--- config.mk ---
export PLATFORM = sky130hd
export DESIGN_NAME = xintf_cmd_scan
export DESIGN_NICKNAME = d
export VERILOG_FILES = /design/src/rtl/xintf_cmd_scan.sv
export SDC_FILE = /design/constraint.sdc
export NUM_CORES = 1
export LEC_CHECK = 0
export CORE_MARGIN = 2
export CORE_UTILIZATION = 59
export DETAILED_ROUTE_END_ITERATION = 8
export GPL_TIMING_DRIVEN = 0
export PLACE_DENSITY = 0.85
export SLEW_MARGIN = 20
export SYNTH_ARGS = -nofsm -noshare
export SYNTH_HDL_FRONTEND = slang
export SYNTH_SLANG_ARGS = --single-unit
--- constraint.sdc ---
create_clock -name i_clk -period 5.3 [get_ports i_clk]
set_clock_uncertainty 0.2 [all_clocks]
set_input_delay 0.795 -clock i_clk [delete_from_list [all_inputs] [get_ports i_clk]]
set_output_delay 0.795 -clock i_clk [all_outputs]
set_load 0.05 [all_outputs]
--- src/rtl/xintf_cmd_scan.sv ---
// Periodic scanner of the XINTF write DPBRAM: snapshots the command block and
// publishes it atomically when the DSP commit word changes and no tear occurred.
module xintf_cmd_scan #(
    parameter int unsigned ADDR_W   = 9,
    parameter int unsigned DATA_W   = 16,
    parameter int unsigned NUM_REGS = 16,
    parameter int unsigned SCAN_DIV = 1000
) (
    input  logic                         i_clk,
    input  logic                         i_rst,
    input  logic                         i_scan_en,
    output logic [ADDR_W-1:0]            o_ram_addr,
    output logic                         o_ram_ce,
    output logic                         o_ram_we,
    output logic [DATA_W-1:0]            o_ram_din,
    input  logic [DATA_W-1:0]            i_ram_dout,
    output logic [NUM_REGS*DATA_W-1:0]   o_regs,
    output logic [DATA_W-1:0]            o_commit,
    output logic                         o_upd,
    output logic                         o_scan_done,
    output logic [7:0]                   o_tear_cnt,
    output logic                         o_busy
);

    localparam int unsigned DIV_W = $clog2(SCAN_DIV);
    localparam int unsigned IDX_W = $clog2(NUM_REGS);

    typedef enum logic [2:0] {
        S_IDLE,
        S_COMMIT,
        S_CHK,
        S_READ,
        S_DRAIN,
        S_RECHK,
        S_APPLY
    } state_t;

    state_t                             state_q;
    logic [DIV_W-1:0]                   div_q, div_d;
    logic [IDX_W-1:0]                   idx_q;
    logic [NUM_REGS-1:0][DATA_W-1:0]    shadow_q;
    logic [DATA_W-1:0]                  new_commit_q;
    logic [DATA_W-1:0]                  rechk_q;
    logic [NUM_REGS*DATA_W-1:0]         regs_q;
    logic [DATA_W-1:0]                  commit_q;
    logic                               upd_q;
    logic                               done_q;
    logic [7:0]                         tear_q;
    logic                               busy_q;
    logic                               ce_q;
    logic [ADDR_W-1:0]                  addr_q;
    logic                               tick_c;

    // Free-running scan divider, held at zero while scanning is disabled
    always_comb begin
        div_d = div_q + DIV_W'(1);
        if (!i_scan_en || div_q == DIV_W'(SCAN_DIV - 1)) begin
            div_d = '0;
        end
    end

    always_ff @(posedge i_clk or negedge i_rst) begin
        if (!i_rst) begin
            div_q <= '0;
        end else begin
            div_q <= div_d;
        end
    end

    // Ticks that land while a scan is running are simply lost
    assign tick_c = i_scan_en && (div_q == DIV_W'(SCAN_DIV - 1)) && (state_q == S_IDLE);

    // Scan sequencer; RAM reads return data one cycle after ce/addr
    always_ff @(posedge i_clk or negedge i_rst) begin
        if (!i_rst) begin
            state_q      <= S_IDLE;
            idx_q        <= '0;
            shadow_q     <= '0;
            new_commit_q <= '0;
            rechk_q      <= '0;
            regs_q       <= '0;
            commit_q     <= '0;
            upd_q        <= 1'b0;
            done_q       <= 1'b0;
            tear_q       <= '0;
            busy_q       <= 1'b0;
            ce_q         <= 1'b0;
            addr_q       <= '0;
        end else begin
            upd_q  <= 1'b0;
            done_q <= 1'b0;
            ce_q   <= 1'b0;
            addr_q <= '0;
            unique case (state_q)
                S_IDLE: begin
                    if (tick_c) begin
                        state_q <= S_COMMIT;
                        busy_q  <= 1'b1;
                        ce_q    <= 1'b1;
                        addr_q  <= ADDR_W'(NUM_REGS);
                    end
                end
                S_COMMIT: begin
                    state_q <= S_CHK;
                end
                S_CHK: begin
                    if (i_ram_dout == commit_q) begin
                        done_q  <= 1'b1;
                        busy_q  <= 1'b0;
                        state_q <= S_IDLE;
                    end else begin
                        new_commit_q <= i_ram_dout;
                        idx_q        <= '0;
                        ce_q         <= 1'b1;
                        state_q      <= S_READ;
                    end
                end
                S_READ: begin
                    // idx_q is the address on the bus; data for idx_q-1 arrives now
                    if (idx_q != '0) begin
                        shadow_q[idx_q - IDX_W'(1)] <= i_ram_dout;
                    end
                    ce_q <= 1'b1;
                    if (idx_q == IDX_W'(NUM_REGS - 1)) begin
                        addr_q  <= ADDR_W'(NUM_REGS);
                        state_q <= S_DRAIN;
                    end else begin
                        addr_q <= ADDR_W'(idx_q) + ADDR_W'(1);
                        idx_q  <= idx_q + IDX_W'(1);
                    end
                end
                S_DRAIN: begin
                    shadow_q[IDX_W'(NUM_REGS - 1)] <= i_ram_dout;
                    state_q <= S_RECHK;
                end
                S_RECHK: begin
                    rechk_q <= i_ram_dout;
                    state_q <= S_APPLY;
                end
                S_APPLY: begin
                    if (rechk_q == new_commit_q) begin
                        regs_q   <= shadow_q;
                        commit_q <= new_commit_q;
                        upd_q    <= 1'b1;
                    end else if (tear_q != 8'hFF) begin
                        tear_q <= tear_q + 8'd1;
                    end
                    done_q  <= 1'b1;
                    busy_q  <= 1'b0;
                    state_q <= S_IDLE;
                end
                default: begin
                    busy_q  <= 1'b0;
                    state_q <= S_IDLE;
                end
            endcase
        end
    end

    assign o_ram_addr  = addr_q;
    assign o_ram_ce    = ce_q;
    assign o_ram_we    = 1'b0;
    assign o_ram_din   = '0;
    assign o_regs      = regs_q;
    assign o_commit    = commit_q;
    assign o_upd       = upd_q;
    assign o_scan_done = done_q;
    assign o_tear_cnt  = tear_q;
    assign o_busy      = busy_q;

endmodule
* Word-level counts from Yosys, hierarchy flattened
Cells that the tools add are included.
Widths: inputs -> output; s select.
** Operators by class
- Reductions and logical operators :: 18
- Bitwise logic cells :: 3
- Magnitude comparators :: 2
- Multiplexer cells :: 26
- Eq/ne operators :: 17
- Add/subtract/negate cells :: 5
** Operator list (count)
- $bwmux 256 :: 1
- $mux 256 :: 1
- $demux 16 s4 :: 1
- $eq 16x16->1 :: 2
- $pmux 16 s2 :: 1
- $pmux 3 s6 :: 1
- $pmux 9 s2 :: 1
- $mux 16 :: 1
- $ne 2x2->1 const B :: 6
- $add 10x1->10 const B :: 1
- $eq 10x10->1 const B :: 1
- $mux 10 :: 1
- $mux 5 :: 2
- $reduce_and 2->1 :: 5
- $eq 3x3->1 const B :: 3
- $reduce_and 3->1 :: 3
- $add 8x1->8 const B :: 1
- $mux 4 :: 2
- $ne 8x8->1 const B :: 1
- $pmux 4 s2 :: 1
- $mux 1 :: 7
- $eq 3x2->1 const B :: 2
- $mux 3 :: 2
- $pmux 1 s3 :: 2
- other kinds (17) :: 22
** Storage, ports and cells
- Input port bits :: 19
- Register bits after elaboration :: 598
- Word-level logic and storage cells :: 100
- Output and inout port bits :: 310

* Longest topological paths before layout
Gate-level depths: netlist of run 1.
- Word-level depth :: 8
- Depth in mapped cells :: 8
- Gate-level depth less buffers :: 7

* Worst setup path before layout of run 1
No wires, ideal clock.
- Path type :: input -> register
- Start :: input i_ram_dout[10]
- End :: register new_commit_q[11]
- Required time :: 4975 ps
- Library setup time :: 125 ps
- Stages :: 8
- Buffers on the path :: 3
- Setup slack :: 2673 ps
- Data arrival time :: 2302 ps
- Path through :: buf_2 > xnor2_1 > nand4_1 > nor4_1 > or3_1 > buf_2 > buf_2 > mux2_2
** Between the ends
- Word-level cells in the longest chain between the ends :: 3
** Ends and longest elaborated chain
- start, declared :: line 16 : input logic [DATA_W-1:0] i_ram_dout,
- $eq 16x16->1 :: line 107 : if (i_ram_dout == commit_q) begin
- $not 1->1 (no line)
- $reduce_and 2->1 (no line)
- end signal, assigned :: line 112 : new_commit_q <= i_ram_dout;
- end, declared :: line 42 : logic [DATA_W-1:0] new_commit_q;
Every way passes these cells.
A chain may end at the register's enable or synchronous reset.

* Worst setup path in the final report of run 1
- Start :: register new_commit_q[9]
- End :: register regs_q[68], in the netlist o_regs[68]
** Between the ends
- Word-level cells in the longest chain between the ends :: 2
** Ends and longest elaborated chain
- $eq 16x16->1 :: line 141 : if (rechk_q == new_commit_q) begin
- $reduce_and 2->1 (no line)
- end signal, assigned :: line 142 : regs_q <= shadow_q;
- end, declared :: line 44 : logic [NUM_REGS*DATA_W-1:0] regs_q;
Every way passes these cells.

==> run summary, run 1 <==
status = finished, final reports clean
RSZ-0062 raised after global routing = false
Core ar. = 40700 sq um
worst skew pair latency = 0.61 ns
clk sinks = 594
number of nets in the layout = 1858
Remaining DRCs = 0
crit-path cells = xor2_1, nor4_1, nand4_2, nor2_4, buf_12, buf_12, mux2_4
Non-Filler Cell Area, Final = 30000 sq um
FF-to-FF Start = new_commit_q[9]
yosys warns = 0
GRT overflow = 0
clock-pin slew on the worst setup and hold paths = 0.06 ns
Final Max Slew Viols = 0
Clock Tree Buf Depth = 3
area leader, netlist = dfrtp_1
initial antenna violation count = 1
CP startpoint = new_commit_q[9]
Setup crit start kind = flop
Mean Syn Cell Area = 16.7 sq um
Inserted Diodes = 0
die width = 207 um
post_cts resized = 0
P&R area growth vs syn = 23.8%
Setup Viol. Count Final = 0
IO Count = 329
Die Ht = 207 um
min-delay src = div_q[0]
vias in the first global route = 14500
Peak VDD IR = 317 uV
final core utilization = 73.8%
row count = 74
routed length per placed instance = 24.4 um
worst-path fanout max = 10
post-synthesis instance area = 24300 sq um
FF+latch area = 14900 sq um
layout cells sized above 1 = 41.6%
flop and latch count out of synthesis = 594
post-DR vias/cell = 5.52
post-route setup TNS = 0 ns
Setup Fix Bufs, Post-CTS = 0
CTS H-tree depth = 2
Starting DRT DRC Count = 726
fill cell count = 2505
worst slew pin tran = 1.11 ns
synth unique cells = 47
Post-DP Area = 28100 sq um
post-synthesis sequential area ratio = 61.2%
Setup crit end kind = flop
WP data required = 5.58 ns
PD cells = 307 nW/um^2
minimum clock period = 3.01 ns
Initial Util = 59.6%
synth top area cells = dfrtp_1, mux2_2, mux2_4
pin count of the biggest net entering global routing = 106
Total Wirelength = 58800 um
commonest non-fill, non-tap cell in the layout = dfrtp_1
hold_buf cts = 1
Max stage delay on crit path = 0.64 ns
fin crit share = 56.7%
CP delay by family, top = simple AND/OR/NAND/NOR gates
first-pass GRT wire length = 88800 um
WP data arrival = 3.28 ns
EDFF count, synth = 0
area of the multi-input gates = 8390 sq um
total number of vias = 13300
CP max-delay cell = nor4_1
CTS tree = yes
cts bufs inserted = 57
critical path type = reg -> reg
Tot Pwr = 9.24 mW
GRT Util Overall = 28.0%
Top FF cell, synth = dfrtp_1
hold slack = 0.267 ns
worst rel slew slack = 26.0%
Buf/Inv on CP = 2
max cap viols = 0
Final Hold Viols = 0
TritonRoute pass-1 iters = 4
CP most frequent cell = buf_12
Post-DRT Antenna Nets = 0
HPWL Detailed = 39000 um
root buffer cell = clkbuf_16
die area = 42800 sq um
Synth Instances = 1454
worst min path class = reg -> reg
leakage power = 13.4 nW
# port buffers = 291
most frequent cells in the layout = dfrtp_1, mux2_2, clkdlybuf4s50_1, mux2_4, clkbuf_16
routability cong. = 0.845
ys async rst share = 100%
area share of the largest cell type after synthesis = 61.2%
Max Clk Rate = 333 MHz
==> Yosys cell counts (all sizes together), types with 2 or more instances <==
library cell and count:
buf 89, nor4 5, mux2 561, nand3 10, and3 6, ha 8
a21oi 7, dfrtp 594, xor2 23, a31o 3, or3 4, nand2b 2
nor2 39, inv 7, and2 2, o21ai 4, clkbuf 21, nor3 2
nand4 9, xnor2 26, nand2 14, nor2b 4
==> power breakdown <==
group | internal, mW | switching [mW]
sequential | 4.65 | 0.0693
clock | 2.42 | 1.73
combinational | 0.127 | 0.234
==> registers in the layout (all words and copies together) (netlist names) <==
signal and flops:
o_commit 16, o_tear_cnt 8, new_commit_q 16, o_regs 256, o_scan_done 1, shadow_q 256, o_upd 1, o_ram_addr 5
rechk_q 16, o_busy 1, idx_q 4, state_q 3, div_q 10, o_ram_ce 1
==> cell type report <==
class / count / area share (%)
sequential: 594 / 49.5
multi-input combinational: 763 / 27.9
timing repair buffer: 298 / 10.3
clock buffer: 81 / 5.66
buffer: 110 / 3.56
tap: 532 / 2.22
clock inverter: 25 / 0.800
inverter: 7 / 0.0874
==> logic make-up (layout without fill, tap and decap cells) <==
| group | Yosys count | count (layout) | synth area share (%) |
|---|---|---|---|
| AND/OR/NAND/NOR | 101 | 101 | 2.26 |
| XOR/XNOR | 49 | 49 | 1.77 |
| flip-flops | 594 | 594 | 61.2 |
| AO/OA/AOI/OAI | 23 | 23 | 0.680 |
| adder cells (fa/ha/maj) | 8 | 8 | 0.412 |
| multiplexers | 561 | 561 | 29.1 |
| buffers and inverters | 117 | 521 | 4.51 |
| other | 1 | 21 | 0.0154 |
==> metrics by stage <==
stage / instances / setup slack (ns)
2_1_floorplan: 1474 / 2.67
3_3_place_gp: 2297 / -21.84
3_5_place_dp: 2303 / 2.03
4_1_cts: 2410 / 2.32
5_1_grt: 2410 / 2.16
6_report: 2410 / 2.29
==> worst paths after layout <==
kind / depth (start not counted) / slack, ns / end
worst min-delay path: 1 / 0.27 / div_q[0]
worst min register to register: 1 / 0.27 / div_q[0]
worst max-delay path: 7 / 2.29 / o_regs[68]
min in group asynchronous: 2 / 0.56 / o_regs[20]
worst max register to register: 7 / 2.29 / o_regs[68]
max in group asynchronous: 4 / 2.95 / o_regs[120]
==> metal layers <==
metal	wire length [um]	vias up	GRT usage [%]	share of wire, %
met5	0	-	0	0
met4	2290	0	11.4	3.9
met3	4200	115	7.46	7.1
met2	28300	388	45.4	48
met1	23900	7044	36.3	41
li1	-	5759	-	-
(Power assumes the default switching activity.)
==> inputs of run 2 (changes only) <==
--- a/config.mk
+++ b/config.mk
@@ -6,10 +6,10 @@
 export NUM_CORES = 1
 export LEC_CHECK = 0
 export CORE_MARGIN = 2
-export CORE_UTILIZATION = 59
+export CORE_UTILIZATION = 55
 export DETAILED_ROUTE_END_ITERATION = 8
 export GPL_TIMING_DRIVEN = 0
-export PLACE_DENSITY = 0.85
+export PLACE_DENSITY = 0.8
 export SLEW_MARGIN = 20
 export SYNTH_ARGS = -nofsm -noshare
 export SYNTH_HDL_FRONTEND = slang
==> constraint.sdc (replaced) <==
create_clock -name i_clk -period 2.9 [get_ports i_clk]
set_clock_uncertainty 0.2 [all_clocks]
set_input_delay 0.435 -clock i_clk [delete_from_list [all_inputs] [get_ports i_clk]]
set_output_delay 0.435 -clock i_clk [all_outputs]
set_load 0.05 [all_outputs]
==> run 2 against run 1 <==
- sequential power grew 83%
- global-route usage fell by 2.1 points
- critical path depth did not move
- combinational power increased by 83%
- first-iteration DRC count increased by 21%
- final cell count rose by 2.7%
- maximum frequency is 4.6% higher
- sequential share of layout area fell by 0.49 points
- non-clock buffer count up 15
- register-to-register slack got worse by 2.3 ns
- critical path type unchanged
- largest power group unchanged
==> run summary, run 2 (synthesis gave the netlist of run 1 again) <==
layout cells sized above 1 = 41.9% (was 41.6%)
CP max-delay cell = dfrtp_1 (was nor4_1)
area of the multi-input gates = 8460 sq um (was 8390 sq um)
CTS H-tree depth = 2 (unchanged)
Post-DP Area = 28200 sq um (was 28100 sq um)
GRT overflow = 0 (unchanged)
row count = 76 (was 74)
Core ar. = 43400 sq um (was 40700 sq um)
leakage power = 13.5 nW (was 13.4 nW)
max cap viols = 0 (unchanged)
routed length per placed instance = 23.7 um (was 24.4 um)
Peak VDD IR = 529 uV (was 317 uV)
WP data required = 3.19 ns (was 5.58 ns)
# port buffers = 291 (unchanged)
clock-pin slew on the worst setup and hold paths = 0.06 ns (about the same)
first-pass GRT wire length = 90500 um (was 88800 um)
Placed Cells = 2356 (was 2303)
Max Clk Rate = 348 MHz (was 333 MHz)
total number of vias = 13300 (about the same)
die width = 214 um (was 207 um)
CP startpoint = idx_q[0] (was new_commit_q[9])
Post-DRT Antenna Nets = 0 (unchanged)
Final Hold Viols = 0 (unchanged)
clk sinks = 594 (unchanged)
fin crit share = 99.1% (was 56.7%)
IO Count = 329 (unchanged)
RSZ-0062 raised after global routing = true (was false)
GRT Util Overall = 25.9% (was 28.0%)
die area = 45800 sq um (was 42800 sq um)
Total Wirelength = 58600 um (was 58800 um)
minimum clock period = 2.87 ns (was 3.01 ns)
worst slew pin tran = 1.10 ns (was 1.11 ns)
Crit. path cell count = 7 (unchanged)
FF+latch area = 14900 sq um (unchanged)
vias in the first global route = 14500 (about the same)
Post-Place Setup Slack = -0.0512 ns (was 2.03 ns)
PD cells = 560 nW/um^2 (was 307 nW/um^2)
Setup crit end kind = flop (unchanged)
Non-Filler Cell Area, Final = 30300 sq um (was 30000 sq um)
r2r endpoint = shadow_q[140] (was o_regs[68])
WP data arrival = 3.16 ns (was 3.28 ns)
critical path type = reg -> reg (unchanged)
P&R area growth vs syn = 25.0% (was 23.8%)
Starting DRT DRC Count = 879 (was 726)
TritonRoute pass-1 iters = 5 (was 4)
Initial Util = 56.0% (was 59.6%)
worst min path class = in -> reg (was reg -> reg)
pin count of the biggest net entering global routing = 106 (unchanged)
reg-to-reg slack, setup = 0.03 ns (was 2.29 ns)
Tot Pwr = 17.0 mW (was 9.24 mW)
Inserted Diodes = 0 (unchanged)
crit-path cells = inv_1, ha_1, a211oi_2, nand2_1, nor2_2, buf_4, mux2_2 (was xor2_1, nor4_1, nand4_2, nor2_4, buf_12, buf_12, mux2_4)
status = finished, final reports clean (unchanged)
cts bufs inserted = 59 (was 57)
fill cell count = 2848 (was 2505)
HPWL Detailed = 39200 um (was 39000 um)
CP Capture Point = shadow_q[140] (was o_regs[68])
Setup crit start kind = flop (unchanged)
most frequent cells in the layout = dfrtp_1, mux2_2, clkdlybuf4s50_1, mux2_4, clkbuf_16 (unchanged)
Setup Viol. Count Final = 0 (unchanged)
number of nets in the layout = 1875 (was 1858)
worst skew pair latency = 0.61 ns (about the same)
Remaining DRCs = 0 (unchanged)
Die Ht = 214 um (was 207 um)
Max stage delay on crit path = 0.50 ns (was 0.64 ns)
post-DR vias/cell = 5.39 (was 5.52)
root buffer cell = clkbuf_16 (unchanged)
worst setup margin = 0.0269 ns (was 2.29 ns)
Final Max Slew Viols = 0 (unchanged)
CTS tree = yes (unchanged)
Clock Tree Buf Depth = 3 (unchanged)
FF-to-FF Start = idx_q[0] (was new_commit_q[9])
routability cong. = 0.816 (was 0.845)
min-delay src = i_ram_dout[3] (was div_q[0])
fin cells = 2476 (was 2410)
commonest non-fill, non-tap cell in the layout = dfrtp_1 (unchanged)
CP delay by family, top = simple AND/OR/NAND/NOR gates (unchanged)
initial antenna violation count = 1 (unchanged)
worst reg2reg path depth = 7 (unchanged)
worst rel slew slack = 26.8% (was 26.0%)
final core utilization = 70.0% (was 73.8%)
Buf/Inv on CP = 2 (unchanged)
worst-path fanout max = 10 (unchanged)
-- run 2: worst min-delay path by stage --
stage / to / slack (ns) / depth (start not counted)
after floorplan: div_q[0] / -0.06 / 0
after global placement: div_q[0] / 0.24 / 1
after detailed placement: o_regs[50] / 0.21 / 1
after CTS: shadow_q[19] / 0.1 / 2
after global routing: shadow_q[19] / 0.13 / 2
final: shadow_q[3] / 0.14 / 2
-- run 2: layout make-up --
| type | count | share of cell area (%) |
|---|---|---|
| Sequential cell | 594 | 49.0 |
| Clock inverter | 17 | 0.668 |
| Multi-Input combinational cell | 763 | 27.9 |
| Inverter | 7 | 0.0866 |
| Clock buffer | 87 | 5.81 |
| Timing Repair Buffer | 313 | 10.6 |
| Tap cell | 585 | 2.41 |
| Buffer | 110 | 3.53 |
-- run 2: power breakdown --
group | switching (mW) | internal (mW) | leakage, nW | total [mW]
clock | 3.16 | 4.53 | 0.975 | 7.70
combinational | 0.429 | 0.236 | 4.89 | 0.664
sequential | 0.121 | 8.50 | 7.60 | 8.62
-- run 2: through the flow --
step | hold WS (ns) | setup TNS [ns]
final | 0.138 | 0
after global placement | 0.238 | -
after CTS | 0.0996 | 0
after detailed placement | 0.210 | -0.313
after global routing | 0.128 | -11.11
after floorplan | -0.0606 | 0
-- run 2: layer usage --
layer / wire, um / vias to the layer above / track usage, %
li1: - / 5815 / -
met1: 25200 / 7039 / 35.1
met2: 27700 / 380 / 41.4
met3: 3710 / 103 / 6.23
met4: 1940 / 0 / 8.98
met5: 0 / - / 0
-- run 2: timing repair --
action / CTS / global route
gates resized for setup: 2 / 13
hold buffers: 1 / 0
hold endpoints to repair: 67 / 0
setup buffers: 0 / 14
pin swaps: 0 / 5
setup endpoints to repair: 20 / 426
gates cloned: 0 / 1
